[src/rtl/uart_word_rx.sv]
// UART receiver (8N1, LSB first) that packs four bytes little-endian into a word
// and queues words in a 4-deep FIFO, read by a one-word-per-request handshake.
module uart_word_rx #(
   parameter int unsigned CLKS_PER_BIT = 868
) (
   input  logic        clk,
   input  logic        reset,
   input  logic        rxd,
   input  logic        readflag,
   output logic [31:0] recvdata,
   output logic        recv_valid,
   output logic [2:0]  word_count,
   output logic        overflow,
   output logic        framing_err
);

   // state | meaning
   // IDLE  | line idle, waiting for a falling edge on the synchronized line
   // START | half a bit period in, confirm the start bit is still low
   // DATA  | sample 8 data bits, one per bit period, LSB first
   // STOP  | sample the stop bit; high accepts the byte, low is a framing error
   typedef enum logic [1:0] {IDLE, START, DATA, STOP} state_t;

   localparam logic [15:0] BIT_LAST  = 16'(CLKS_PER_BIT - 1);
   localparam logic [15:0] HALF_LAST = 16'(CLKS_PER_BIT / 2 - 1);

   state_t      state, state_nxt;
   logic        rxd_meta, rxd_sync;
   logic [15:0] timer;
   logic [2:0]  bit_idx;
   logic [7:0]  shift_reg;
   logic [1:0]  byte_cnt;
   logic [23:0] word_buf;
   logic        timer_clr, bit_sample, byte_ok, frame_bad;

   logic [31:0] fifo_mem [4];
   logic [1:0]  wr_ptr, rd_ptr;
   logic [2:0]  count;
   logic        armed;
   logic        word_done, full, push, pop;
   logic [31:0] word_in;

   always_ff @(posedge clk) begin
      if (reset) begin
         rxd_meta <= 1'b1;
         rxd_sync <= 1'b1;
      end else begin
         rxd_meta <= rxd;
         rxd_sync <= rxd_meta;
      end
   end

   always_ff @(posedge clk) begin
      if (reset) state <= IDLE;
      else       state <= state_nxt;
   end

   always_comb begin
      state_nxt  = state;
      timer_clr  = 1'b0;
      bit_sample = 1'b0;
      byte_ok    = 1'b0;
      frame_bad  = 1'b0;
      case (state)
         IDLE: begin
            timer_clr = 1'b1;
            if (!rxd_sync) state_nxt = START;
         end
         START: begin
            if (timer == HALF_LAST) begin
               timer_clr = 1'b1;
               state_nxt = rxd_sync ? IDLE : DATA;
            end
         end
         DATA: begin
            if (timer == BIT_LAST) begin
               timer_clr  = 1'b1;
               bit_sample = 1'b1;
               if (bit_idx == 3'd7) state_nxt = STOP;
            end
         end
         STOP: begin
            if (timer == BIT_LAST) begin
               timer_clr = 1'b1;
               state_nxt = IDLE;
               if (rxd_sync) byte_ok   = 1'b1;
               else          frame_bad = 1'b1;
            end
         end
         default: state_nxt = IDLE;
      endcase
   end

   always_ff @(posedge clk) begin
      if (reset) begin
         timer       <= '0;
         bit_idx     <= '0;
         shift_reg   <= '0;
         byte_cnt    <= '0;
         word_buf    <= '0;
         framing_err <= 1'b0;
      end else begin
         timer       <= timer_clr ? 16'd0 : timer + 16'd1;
         framing_err <= frame_bad;
         if (bit_sample) begin
            shift_reg <= {rxd_sync, shift_reg[7:1]};
            bit_idx   <= bit_idx + 3'd1;
         end
         // The fourth byte goes straight into the pushed word, not word_buf.
         if (byte_ok) begin
            byte_cnt <= byte_cnt + 2'd1;
            case (byte_cnt)
               2'd0:    word_buf[7:0]   <= shift_reg;
               2'd1:    word_buf[15:8]  <= shift_reg;
               2'd2:    word_buf[23:16] <= shift_reg;
               default: ;
            endcase
         end
      end
   end

   assign word_done = byte_ok && (byte_cnt == 2'd3);
   assign word_in   = {shift_reg, word_buf};
   assign full      = (count == 3'd4);
   assign pop       = readflag && armed && (count != 3'd0);
   assign push      = word_done && (!full || pop);

   always_ff @(posedge clk) begin
      if (push) fifo_mem[wr_ptr] <= word_in;
   end

   always_ff @(posedge clk) begin
      if (reset) begin
         wr_ptr     <= '0;
         rd_ptr     <= '0;
         count      <= '0;
         armed      <= 1'b1;
         recvdata   <= '0;
         recv_valid <= 1'b0;
         overflow   <= 1'b0;
      end else begin
         recv_valid <= pop;
         if (push) wr_ptr <= wr_ptr + 2'd1;
         if (pop) begin
            recvdata <= fifo_mem[rd_ptr];
            rd_ptr   <= rd_ptr + 2'd1;
         end
         case ({push, pop})
            2'b10:   count <= count + 3'd1;
            2'b01:   count <= count - 3'd1;
            default: count <= count;
         endcase
         if (word_done && full && !pop) overflow <= 1'b1;
         if (!readflag) armed <= 1'b1;
         else if (pop)  armed <= 1'b0;
      end
   end

   assign word_count = count;

endmodule
[config.mk]
export PLATFORM = sky130hd
export DESIGN_NAME = uart_word_rx
export DESIGN_NICKNAME = d
export VERILOG_FILES = /design/src/rtl/uart_word_rx.sv
export SDC_FILE = /design/constraint.sdc
export NUM_CORES = 1
export LEC_CHECK = 0
export BUFFER_PORTS_ARGS = -buffer_cell sky130_fd_sc_hd__buf_2
export CAP_MARGIN = 20
export CORE_UTILIZATION = 46
export CTS_BUF_LIST = sky130_fd_sc_hd__clkbuf_16
export DETAILED_ROUTE_END_ITERATION = 8
export SYNTH_ARGS = -nofsm -noshare
export SYNTH_HDL_FRONTEND = slang
export SYNTH_SLANG_ARGS = --single-unit
[constraint.sdc]
create_clock -name clk -period 3.4 [get_ports clk]
set_clock_uncertainty 0.05 [all_clocks]
set_input_delay 0.51 -clock clk [delete_from_list [all_inputs] [get_ports clk]]
set_output_delay 0.51 -clock clk [all_outputs]
set_load 0.01 [all_outputs]
==> reports/metrics.sh, run 1 <==
DIE_WIDTH_UM=139
POST_SYNTH_NUM_CELL_TYPES=47
TOTALNEGATIVESETUPSLACK_NS=0
LARGEST_NET_DEGREE_AT_THE_START_OF_GLOBAL_ROUTING=37
CRITPATHREQUIREDTIME_NS=3.48
GRT-OVFL-TOTAL=0
OUTCOME='finished clean'
REG.LARGEST.LIST='fifo_mem x128, recvdata x32, word_buf x24'
HOLDCRITPATHCLASS='input port to register'
DETAIL_ROUTE.VIAS_PER_CELL=5.33
CTS_MAX_PATH_BUFFERS=3
FINALHOLDVIOLATIONS=0
CTS_TREE='yes'
SEQ_AREA_FRAC_SYNTH_PCT=67.3
WORST-PATH-STAGES=6
P_PER_AREA_nW_PER_UM2=542
ROW_COUNT=49
HOLD_SLACK_FINAL_NS=0.131
CLK_TRANSITION_REPORTED_PATHS_NS=0.06
MAXCAPVIOLATIONS=0
VIAS=4816
SYNTH_AREA_PER_CELL_UM2=14.3
CRIT_FANOUT=32
CP_SLOWEST_STAGE_DELAY_NS=0.49
SYNTH.AREA.TOP_CELLS='edfxtp_1 (44%), dfxtp_1 (23%), mux4_2 (8.3%), mux2i_1 (4.3%), nand2_1 (3.2%)'
SETUP-VIOLATIONS-FINAL=0
FIRST_GLOBAL_VIAS=4924
HTREE_LEVELS=1
POST_DRT_WL_PER_CELL_UM=17.8
CRIT_PATH_CELL_TRACE='ha_1 > nor3b_1 > and3_2 > and3b_1 > and2_2 > buf_4'
SETUP.WORST_PATH.END_CLASS='register'
SYNTH_AREA_UM2=8690
MIN_DELAY_PATH_DEPTH=2
CRITICAL_PATH_BUF_INV_COUNT=1
CTS_HOLD_REPAIR.BUFFERS=0
CELLS_AFTER_SYNTH=608
WORST_SLEW_MARGIN_REL_PCT=58.2
CP_TOP_FAMILY='simple AND/OR/NAND/NOR gates'
RSZ_0062_RAISED_AFTER_GLOBAL_ROUTING='false'
WORSTSETUPSTARTPOINTTYPE='register'
STATIC-LEAKAGE-POWER_nW=3.65
YOSYSWARNINGS=0
CLKLATENCYLATEPIN_NS=0.51
WORSTMARGINPINSLEW_NS=0.627
SYNTH-EDFF-COUNT=128
LARGEST_REGISTER_FFS=128
ROOT_BUFFER_SELECTED_BY_CTS='clkbuf_16'
SYNTH_FLOP_CELL='edfxtp_1'
TRITONCTS.NUM_BUFFERS=24
SYNTH_TOP_AREA_SHARE_PCT=44.2
ANTENNA_FOUND_INITIAL=1
POSTROUTEANTENNANETS=0
POST_ROUTE_CELLS_DRIVE_ABOVE_1_SHARE_PCT=21.2
IO_BUFFER_COUNT=41
GRT_USAGE_PCT=17.4
DIE_HEIGHT_UM=139
AREA_GROWTH_PCT=13.3
DRC_ERRORS=0
DRT_WL_TOTAL_MM=16.1
NUM-FILL-CELLS=1515
SYNTH-SEQ-CELLS=228
TIMING.FINAL.MAX_SLEW_VIOLATIONS=0
WORST_R2R_PATH_DEPTH=6
FINALNETCOUNT=673
GP_ROUTABILITY_CONGESTION=0.762
SYNTH_FP_NETS=625
DESIGN.DIE.AREA_UM2=19400
STARTING_DENSITY_OF_THE_CORE_PCT=47.7
POSTCTSSETUPBUFFERS=0
COREAREA_UM2=18200
CELL_WITH_THE_BIGGEST_INDIVIDUAL_DELAY_ON_THE_CRITICAL_PATH='nor3b_1'
CLOCK.FMAX_MHz=353
HPWL_MM=9.95
IO_PINS=42
FINAL_MIN_PERIOD_OVER_CLOCK_PERIOD_PCT=83.4
IRDROPWORSTVDD_mV=0.373
FIRST_PASS_GRT_WIRE_LENGTH_MM=26.4
POST_CTS_RESIZE_COUNT=0
REGMOSTFLOPS='fifo_mem'
YS_ASYNC_SR_FRACTION_PCT=0
FIRST_DRT_PASS_ITERATION_COUNT=4
PERIOD_MINUS_SLACK_NS=2.84
FIRST_ITER_VIOLATIONS=286
YOSYSTOPAREACELL='edfxtp_1'
TIMING_WORST_SETUP_PATH_TYPE='register to register'
CTS.SINK_COUNT=228
CRITICAL_PATH_ARRIVAL_NS=2.92
## cells in the final DEF, fill, tap and decap left out, drive strengths merged, types with 6 or more instances in the layout
master,count
a21oi,36
and2,6
buf,53
clkbuf,25
clkinv,11
dfxtp,100
edfxtp,128
ha,12
inv,13
mux2i,37
mux4,32
nand2,73
nand3,12
nand4,7
nor2,69
xnor2,7
xor2,12
## metrics by stage
step | instances | power (mW) | utilization, % | setup WS (ns) | instance area [um^2]
finish | 904 | 5.34 | 54.1 | 0.564 | 9840
global placement | 859 | 2.97 | 50.0 | 0.650 | 9100
global route | 903 | 5.51 | 54.1 | 0.361 | 9840
floorplan | 608 | 2.96 | - | 1.02 | 8690
CTS | 903 | 5.41 | 54.1 | 0.555 | 9840
detailed placement | 859 | 2.97 | 50.0 | 0.589 | 9100
## cells in the mapped netlist (2+ instances only)
cell      number
a211oi_1       3
a21oi_1       35
a31oi_1        2
and2_2         5
and3_2         2
and4_1         2
buf_2          6
buf_6          2
clkbuf_1      19
clkbuf_8       2
dfxtp_1      100
edfxtp_1     128
ha_1          12
inv_1          8
mux2i_1       37
mux4_2        32
nand2_1       73
nand2b_1       4
nand3_1        9
nand3_2        3
nand4_1        7
nor2_1        69
nor2b_1        2
nor4_1         3
nor4_4         2
or2_2          3
xnor2_1        7
xor2_1        12
## layer usage
layer	GRT usage [%]	wire length, um
met1	23.0	7070
met2	29.6	7900
met3	3.20	845
met5	0	0
met4	4.85	269
## layout make-up
type,instances,area [um^2],share of cell area (%)
flip-flops and latches,228,5850,59.4
multi-input cells,341,2630,26.7
clock buffers,25,626,6.35
repair buffers,53,308,3.13
well taps,229,287,2.91
clock inverters,19,119,1.21
inverters,8,30.0,0.305
diodes,1,2.50,0.0254
## kinds of logic after synthesis
| kind of cell | Yosys count | share of synthesized area, % |
|---|---|---|
| xor+xnor | 19 | 1.92 |
| mux | 71 | 12.9 |
| buf+inv | 39 | 2.52 |
| compound gates | 43 | 2.72 |
| fa+ha+maj | 13 | 1.96 |
| simple gates | 195 | 10.7 |
| flops | 228 | 67.3 |
## worst paths after layout
kind | to | startpoint | slack [ns]
setup reg to reg | fifo_mem[3][16]$_DFFE_PP_ | timer[0]$_SDFF_PP0_ | 0.56
setup / recovery | fifo_mem[3][16]$_DFFE_PP_ | timer[0]$_SDFF_PP0_ | 0.56
hold / removal | rxd_meta$_SDFF_PP1_ | rxd | 0.13
hold reg to reg | rxd_sync$_SDFF_PP1_ | rxd_meta$_SDFF_PP1_ | 0.37
## power breakdown
group	internal, mW	total (mW)	switching, mW
Clock	1.41	2.43	1.02
Sequential	2.88	2.88	0.00174
Combinational	0.00604	0.0271	0.0211
(Power assumes the default switching activity.)
==> run 2, diff against run 1 <==
--- a/config.mk
+++ b/config.mk
@@ -5,6 +5,7 @@
 export SDC_FILE = /design/constraint.sdc
 export NUM_CORES = 1
 export LEC_CHECK = 0
+export ABC_AREA = 1
 export BUFFER_PORTS_ARGS = -buffer_cell sky130_fd_sc_hd__buf_2
 export CAP_MARGIN = 20
 export CORE_UTILIZATION = 46
==> constraint.sdc (replaced) <==
create_clock -name clk -period 2.89 [get_ports clk]
set_clock_uncertainty 0.05 [all_clocks]
set_input_delay 0.4335 -clock clk [delete_from_list [all_inputs] [get_ports clk]]
set_output_delay 0.4335 -clock clk [all_outputs]
set_load 0.01 [all_outputs]
==> run 2 against run 1 <==
Effect of this change:
- routed wire length grew 5.4%
- worst setup slack gained 0.058 ns
- sequential power increased by 18%
- synthesized cell count rose by 34%
- largest cell class unchanged
- highest routed layer unchanged
==> reports/metrics.sh, run 2 <==
STATIC-LEAKAGE-POWER_nW=3.78  # +3.7%
OUTCOME='finished clean'
REGMOSTFLOPS='fifo_mem'
FINAL-INSTANCE-COUNT-EXCL-FILL=1100  # +22%
SYNTH_FP_NETS=831  # +33%
MIN_DELAY_PATH_DEPTH=2  # unchanged
LAYOUT_COMMONEST_CELL='nor2_1'
LAYOUT.CORE_UTILIZATION_PCT=53.1  # -1.0 points
WORST_R2R_PATH_DEPTH=8  # +2
DIE_WIDTH_UM=140  # +0.72%
FIRST_GLOBAL_VIAS=5639  # +15%
ROW_COUNT=50  # +2.0%
DETAIL_ROUTE.VIAS_PER_CELL=5.21  # -2.3%
CTS_TREE='yes'
YOSYSWARNINGS=0  # unchanged
CTS_HOLD_REPAIR.BUFFERS=0  # unchanged
WORST_SLEW_MARGIN_REL_PCT=47.7  # -11 points
DIODES=0  # -1
RSZ_0062_RAISED_AFTER_GLOBAL_ROUTING='false'
TIMING_WORST_SETUP_PATH_TYPE='register to register'
IO_PINS=42  # unchanged
SYNTH-EDFF-COUNT=128  # unchanged
SEQ_AREA_FRAC_SYNTH_PCT=66.3  # -0.97 points
IRDROPWORSTVDD_mV=0.478  # +28%
POST_CTS_RESIZE_COUNT=0  # unchanged
IO_BUFFER_COUNT=41  # unchanged
PERIOD_MINUS_SLACK_NS=2.27  # -0.568 ns
SETUP.WORST_PATH.END_CLASS='register'
STARTING_DENSITY_OF_THE_CORE_PCT=47.0  # -0.74 points
FIRST_DRT_PASS_ITERATION_COUNT=4  # unchanged
POST-PLACE-WS_NS=0.609  # +0.0199 ns
TOTALNEGATIVESETUPSLACK_NS=0  # unchanged
GRT-OVFL-TOTAL=0  # unchanged
SYNTH_AREA_PER_CELL_UM2=10.8  # -24%
CLOCK.FMAX_MHz=441  # +25%
FINAL_MIN_PERIOD_OVER_CLOCK_PERIOD_PCT=78.5  # -4.9 points
POST_ROUTE_CELLS_DRIVE_ABOVE_1_SHARE_PCT=14.0  # -7.2 points
ANTENNA_FOUND_INITIAL=0  # -1
DRT_WL_TOTAL_MM=17.0  # +5.4%
VIAS=5726  # +19%
DESIGN.DIE.AREA_UM2=19700  # +1.5%
YS_ASYNC_SR_FRACTION_PCT=0  # unchanged
FIRST_PASS_GRT_WIRE_LENGTH_MM=27.9  # +5.8%
SYNTH_TOP_AREA_SHARE_PCT=43.6  # -0.64 points
CELLS_AFTER_SYNTH=814  # +34%
POSTCTSSETUPBUFFERS=0  # unchanged
TRITONCTS.NUM_BUFFERS=24  # unchanged
SETUP-VIOLATIONS-FINAL=0  # unchanged
SYNTH_AREA_UM2=8820  # +1.5%
REG.LARGEST.LIST='fifo_mem x128, recvdata x32, word_buf x24'
CRIT_FANOUT=32  # unchanged
POST_SYNTH_NUM_CELL_TYPES=38  # -19%
HPWL_MM=10.4  # +4.7%
GRT_USAGE_PCT=17.9  # +0.41 points
POSTROUTEANTENNANETS=0  # unchanged
P_PER_AREA_nW_PER_UM2=636  # +17%
POST_DRT_WL_PER_CELL_UM=15.4  # -13%
COREAREA_UM2=18800  # +3.1%
SYNTH-SEQ-CELLS=228  # unchanged
FINALNETCOUNT=865  # +29%
PLACED_CELLS=1056  # +23%
SYNTH_FLOP_CELL='edfxtp_1'
CTS_MAX_PATH_BUFFERS=3  # unchanged
CRITICAL_PATH_ARRIVAL_NS=2.36  # -0.56 ns
WORSTSETUPSTARTPOINTTYPE='register'
SYNTH.CELLS.MOST_FREQUENT='nor2_1 (188), edfxtp_1 (128), o21ai_0 (112), dfxtp_1 (100), inv_1 (47)'
HOLDCRITPATHCLASS='input port to register'
YOSYSTOPAREACELL='edfxtp_1'
SETUP_WS_NS=0.622  # +0.0581 ns
LARGEST_NET_DEGREE_AT_THE_START_OF_GLOBAL_ROUTING=66  # +78%
TIMING.FINAL.MAX_SLEW_VIOLATIONS=0  # unchanged
DIE_HEIGHT_UM=140  # +0.72%
FINALHOLDVIOLATIONS=0  # unchanged
CLK_TRANSITION_REPORTED_PATHS_NS=0.06  # about the same
P_TOTAL_mW=6.33  # +19%
LAYOUT_COMMON_CELLS='nor2_1 (184), edfxtp_1 (128), o21ai_0 (112)'
FIRST_ITER_VIOLATIONS=342  # +20%
WORSTMARGINPINSLEW_NS=0.784  # +0.157 ns
SYNTH.MOST_COMMON_CELL='nor2_1'
SYNTH.AREA.TOP_CELLS='edfxtp_1 (44%), dfxtp_1 (23%), nor2_1 (8.0%), o21ai_0 (6.4%), a31oi_1 (2.4%)'
GP_ROUTABILITY_CONGESTION=0.808  # +6.1%
CLKLATENCYLATEPIN_NS=0.50  # about the same
CRITPATHREQUIREDTIME_NS=2.98  # -0.50 ns
ROOT_BUFFER_SELECTED_BY_CTS='clkbuf_16'
LARGEST_REGISTER_FFS=128  # unchanged
HTREE_LEVELS=1  # unchanged
DRC_ERRORS=0  # unchanged
AREA_GROWTH_PCT=13.0
NUM-FILL-CELLS=1673  # +10%
MAXCAPVIOLATIONS=0  # unchanged
CTS.SINK_COUNT=228  # unchanged
-- run 2: final timing paths --
kind	startpoint	endpoint	slack, ns
max	timer[0]$_SDFF_PP0_	fifo_mem[3][6]$_DFFE_PP_	0.62
min reg2reg	rxd_meta$_SDFF_PP1_	rxd_sync$_SDFF_PP1_	0.37
max reg2reg	timer[0]$_SDFF_PP0_	fifo_mem[3][6]$_DFFE_PP_	0.62
min	rxd	rxd_meta$_SDFF_PP1_	0.08
-- run 2: cell type report --
type | count | area [um^2] | area share (%)
tap | 234 | 293 | 2.94
multi-input combinational | 491 | 2570 | 25.8
sequential | 228 | 5850 | 58.7
clock buffer | 26 | 651 | 6.53
timing repair buffer | 52 | 300 | 3.02
inverter | 51 | 198 | 1.99
clock inverter | 18 | 98.8 | 0.993
-- run 2: per-stage QoR --
stage,hold WS [ns],area (um^2)
floorplan,0.339,8820
global placement,0.347,9210
detailed placement,0.356,9210
finish,0.0800,9960
CTS,0.0626,9960
global route,0.0626,9960
-- run 2: kinds of logic after synthesis --
family          after synthesis  share of synthesized area, %
simple gates                278                          13.9
flops                       228                          66.3
compound gates              194                          12.6
buf+inv                      95                          4.64
fa+ha+maj                    13                          1.93
xor+xnor                      6                         0.596
-- run 2: layer usage --
layer / vias up / GRT usage, % / routed length, um / share of wire [%]
li1: 2884 / - / - / -
met1: 2683 / 22.2 / 7410 / 44
met2: 129 / 31.8 / 8380 / 49
met3: 30 / 3.11 / 821 / 4.8
met4: 0 / 5.03 / 338 / 2.0
met5: - / 0 / 0 / 0
-- run 2: critical path: stages (launching register included) --
cell	delay, ns
dfxtp_1	0.38
ha_1	0.21
nand2_1	0.10
nor2_1	0.12
nand4_1	0.13
nor2_1	0.12
nand2_1	0.20
nor2_2	0.13
buf_4	0.44
-- run 2: where the power goes --
part / switching, mW / total [mW] / internal, mW
Sequential: 0.00669 / 3.40 / 3.40
Combinational: 0.0492 / 0.0695 / 0.0203
Clock: 1.16 / 2.86 / 1.69
Total: 1.22 / 6.33 / 5.11
==> run 3, diff against run 2 <==
==> constraint.sdc (replaced) <==
create_clock -name clk -period 2 [get_ports clk]
set_clock_uncertainty 0.05 [all_clocks]
set_input_delay 0.3 -clock clk [delete_from_list [all_inputs] [get_ports clk]]
set_output_delay 0.3 -clock clk [all_outputs]
set_load 0.01 [all_outputs]
==> run 3 against run 2 <==
Effect of this change:
- the run now ends with setup timing left
- clock power is 57% higher
- largest power group unchanged
- fmax grew 12%
- sequential power is 44% higher
- global-route usage is 0.91 points higher
- critical endpoint is now fifo_mem[3][3]$_DFFE_PP_
- design area increased by 8.2%
==> reports/metrics.sh, run 3 (synthesis gave the netlist of run 2 again) <==
OUTCOME='finished with violations'
FAILED_CHECKS='setup timing'
CTS.SINK_COUNT=228  # unchanged
DIODES=0  # unchanged
REGMOSTFLOPS='fifo_mem'
POST_ROUTE_CELLS_DRIVE_ABOVE_1_SHARE_PCT=20.8  # +6.9 points
ROUTE.MET3.WL_UM=842  # +2.6%
FINAL_MIN_PERIOD_OVER_CLOCK_PERIOD_PCT=101  # +23 points
STATIC-LEAKAGE-POWER_nW=4.10  # +8.5%
CLK_TRANSITION_REPORTED_PATHS_NS=0.06  # about the same
MET2_LENGTH_MM=9.62  # +15%
P_TOTAL_mW=9.50  # +50%
FIRST_ITER_VIOLATIONS=344  # +0.58%
PERIOD_MINUS_SLACK_NS=2.03  # -0.243 ns
LAYOUT_COMMON_CELLS='nor2_1 (178), edfxtp_1 (128), o21ai_0 (112)'
DESIGN.DIE.AREA_UM2=19700  # unchanged
DETAIL_ROUTE.VIAS_PER_CELL=5.31  # +1.9%
CLKLATENCYLATEPIN_NS=0.52  # +0.02 ns
POST_DRT_WL_PER_CELL_UM=16.9  # +9.5%
SETUP.WORST_PATH.END_CLASS='register'
CTS_MAX_PATH_BUFFERS=3  # unchanged
TOTALNEGATIVESETUPSLACK_NS=-0.412  # -0.412 ns
FINALHOLDVIOLATIONS=0  # unchanged
SETUP_WS_NS=-0.0251  # -0.647 ns
CRIT_PATH_CELL_TRACE='nor2_2 > nand2_2 > nor2_2 > nand4_1 > nor2_1 > nand2_2 > buf_12 > nor2_4 > buf_12 > clkbuf_16'
FIRST_DRT_PASS_ITERATION_COUNT=5  # +1
TOP_SIGNAL_LAYER_USED='met4'
CELL_WITH_THE_BIGGEST_INDIVIDUAL_DELAY_ON_THE_CRITICAL_PATH='dfxtp_2'
AREA_GROWTH_PCT=22.2
WORST_SLEW_MARGIN_REL_PCT=69.5  # +22 points
COREAREA_UM2=18800  # unchanged
WL_MET1_MM=8.50  # +15%
P_PER_AREA_nW_PER_UM2=882  # +39%
HTREE_LEVELS=1  # unchanged
WORSTSETUPSTARTPOINTTYPE='register'
SETUP-VIOLATIONS-FINAL=29  # +29
ANTENNA_FOUND_INITIAL=0  # unchanged
IRDROPWORSTVDD_mV=1.01  # +110%
IO_BUFFER_COUNT=41  # unchanged
WORSTMARGINPINSLEW_NS=0.457  # -0.327 ns
CRITICAL_PATH_ARRIVAL_NS=2.21  # -0.15 ns
ROOT_BUFFER_SELECTED_BY_CTS='clkbuf_16'
FIRST_GLOBAL_VIAS=5838  # +3.5%
CTS_TREE='yes'
CLOCK.FMAX_MHz=494  # +12%
CRIT_FANOUT=8  # -75%
TIMING_WORST_SETUP_PATH_TYPE='register to register'
LARGEST_NET_DEGREE_AT_THE_START_OF_GLOBAL_ROUTING=66  # unchanged
CP_SLOWEST_STAGE_DELAY_NS=0.33  # -0.11 ns
RSZ_0062_RAISED_AFTER_GLOBAL_ROUTING='true'
HOLD_SLACK_FINAL_NS=0.152  # +0.0715 ns
STARTING_DENSITY_OF_THE_CORE_PCT=47.0  # unchanged
FINALNETCOUNT=910  # +5.2%
TIMING.FINAL.MAX_SLEW_VIOLATIONS=0  # unchanged
ROW_COUNT=50  # unchanged
GRT-OVFL-TOTAL=0  # unchanged
DIE_HEIGHT_UM=140  # unchanged
LAYOUT_COMMONEST_CELL='nor2_1'
CRITPATHREQUIREDTIME_NS=2.18  # -0.80 ns
TRITONCTS.NUM_BUFFERS=25  # +4.2%
IO_PINS=42  # unchanged
LARGEST_REGISTER_FFS=128  # unchanged
DRC_ERRORS=0  # unchanged
HOLDCRITPATHCLASS='input port to register'
POST-PLACE-WS_NS=0.00921  # -0.600 ns
GRT_USAGE_PCT=18.8  # +0.91 points
POSTROUTEANTENNANETS=0  # unchanged
FIRST_PASS_GRT_WIRE_LENGTH_MM=29.2  # +4.5%
MAXCAPVIOLATIONS=0  # unchanged
HPWL_MM=11.1  # +6.4%
DIE_WIDTH_UM=140  # unchanged
REG.LARGEST.LIST='fifo_mem x128, recvdata x32, word_buf x24'
GP_ROUTABILITY_CONGESTION=0.843  # +4.4%
VIAS=6080  # +6.2%
DRT_WL_TOTAL_MM=19.4  # +14%
-- run 3: changes by cell type in the layout (fill, tap and decap cells not counted), moves of 3 or more --
cell and delta:
buf_4 +16, buf_12 +11, dfxtp_1 -10, clkbuf_16 +9, dfxtp_2 +8, inv_1 -7, nor2_1 -6, nand2_1 -5
nand2_2 +5, nor2_4 +5, clkinv_1 +4, buf_6 +3
-- run 3: layer usage --
metal	GRT usage, %	vias up
li1	-	2979
met1	23.4	2924
met2	33.2	143
met3	3.18	34
met4	5.84	0
met5	0	-
-- run 3: repair_timing --
action                                  4_1_cts  5_1_grt
buffers inserted                              0        5
cloned                                        0       13
endpoints found under the hold margin         2        0
hold buffers                                  2        0
resized for setup                             1       17
pin swaps                                     0       13
endpoints found under the setup margin        1      159
-- run 3: where the power goes --
part | switching (mW) | internal, mW
sequential | 0.00954 | 4.90
combinational | 0.0759 | 0.0372
clock | 1.82 | 2.66
-- run 3: stage by stage --
step | area, um^2 | cells | util [%]
after global placement | 9510 | 1080 | 50.7
after CTS | 10300 | 1128 | 55.1
after global routing | 10800 | 1146 | 57.4
final | 10800 | 1146 | 57.4
after floorplan | 8870 | 814 | -
after detailed placement | 9510 | 1080 | 50.7
-- run 3: worst paths after layout --
| path | from | endpoint | slack, ns | cells after the start |
|---|---|---|---|---|
| max | timer[14]$_SDFF_PP0_ | fifo_mem[3][3]$_DFFE_PP_ | -0.03 | 10 |
| min | reset | bit_idx[0]$_SDFFE_PP0P_ | 0.15 | 2 |
| max reg2reg | timer[14]$_SDFF_PP0_ | fifo_mem[3][3]$_DFFE_PP_ | -0.03 | 10 |
| min reg2reg | rxd_meta$_SDFF_PP1_ | rxd_sync$_SDFF_PP1_ | 0.37 | 1 |
-- run 3: cell type report --
class / count / area, um^2
Tap cell: 234 / 293
Clock buffer: 25 / 626
Fill cell: 1578 / 8000
Clock inverter: 21 / 180
Timing Repair Buffer: 96 / 975
Multi-Input combinational cell: 491 / 2640
Inverter: 51 / 198
Sequential cell: 228 / 5860
-- run 3: worst max-delay path, delay by kind of cell (launching register included) --
family	cells	cell delay, ns
simple gates	7	0.89
buf+inv	3	0.48
flops	1	0.33
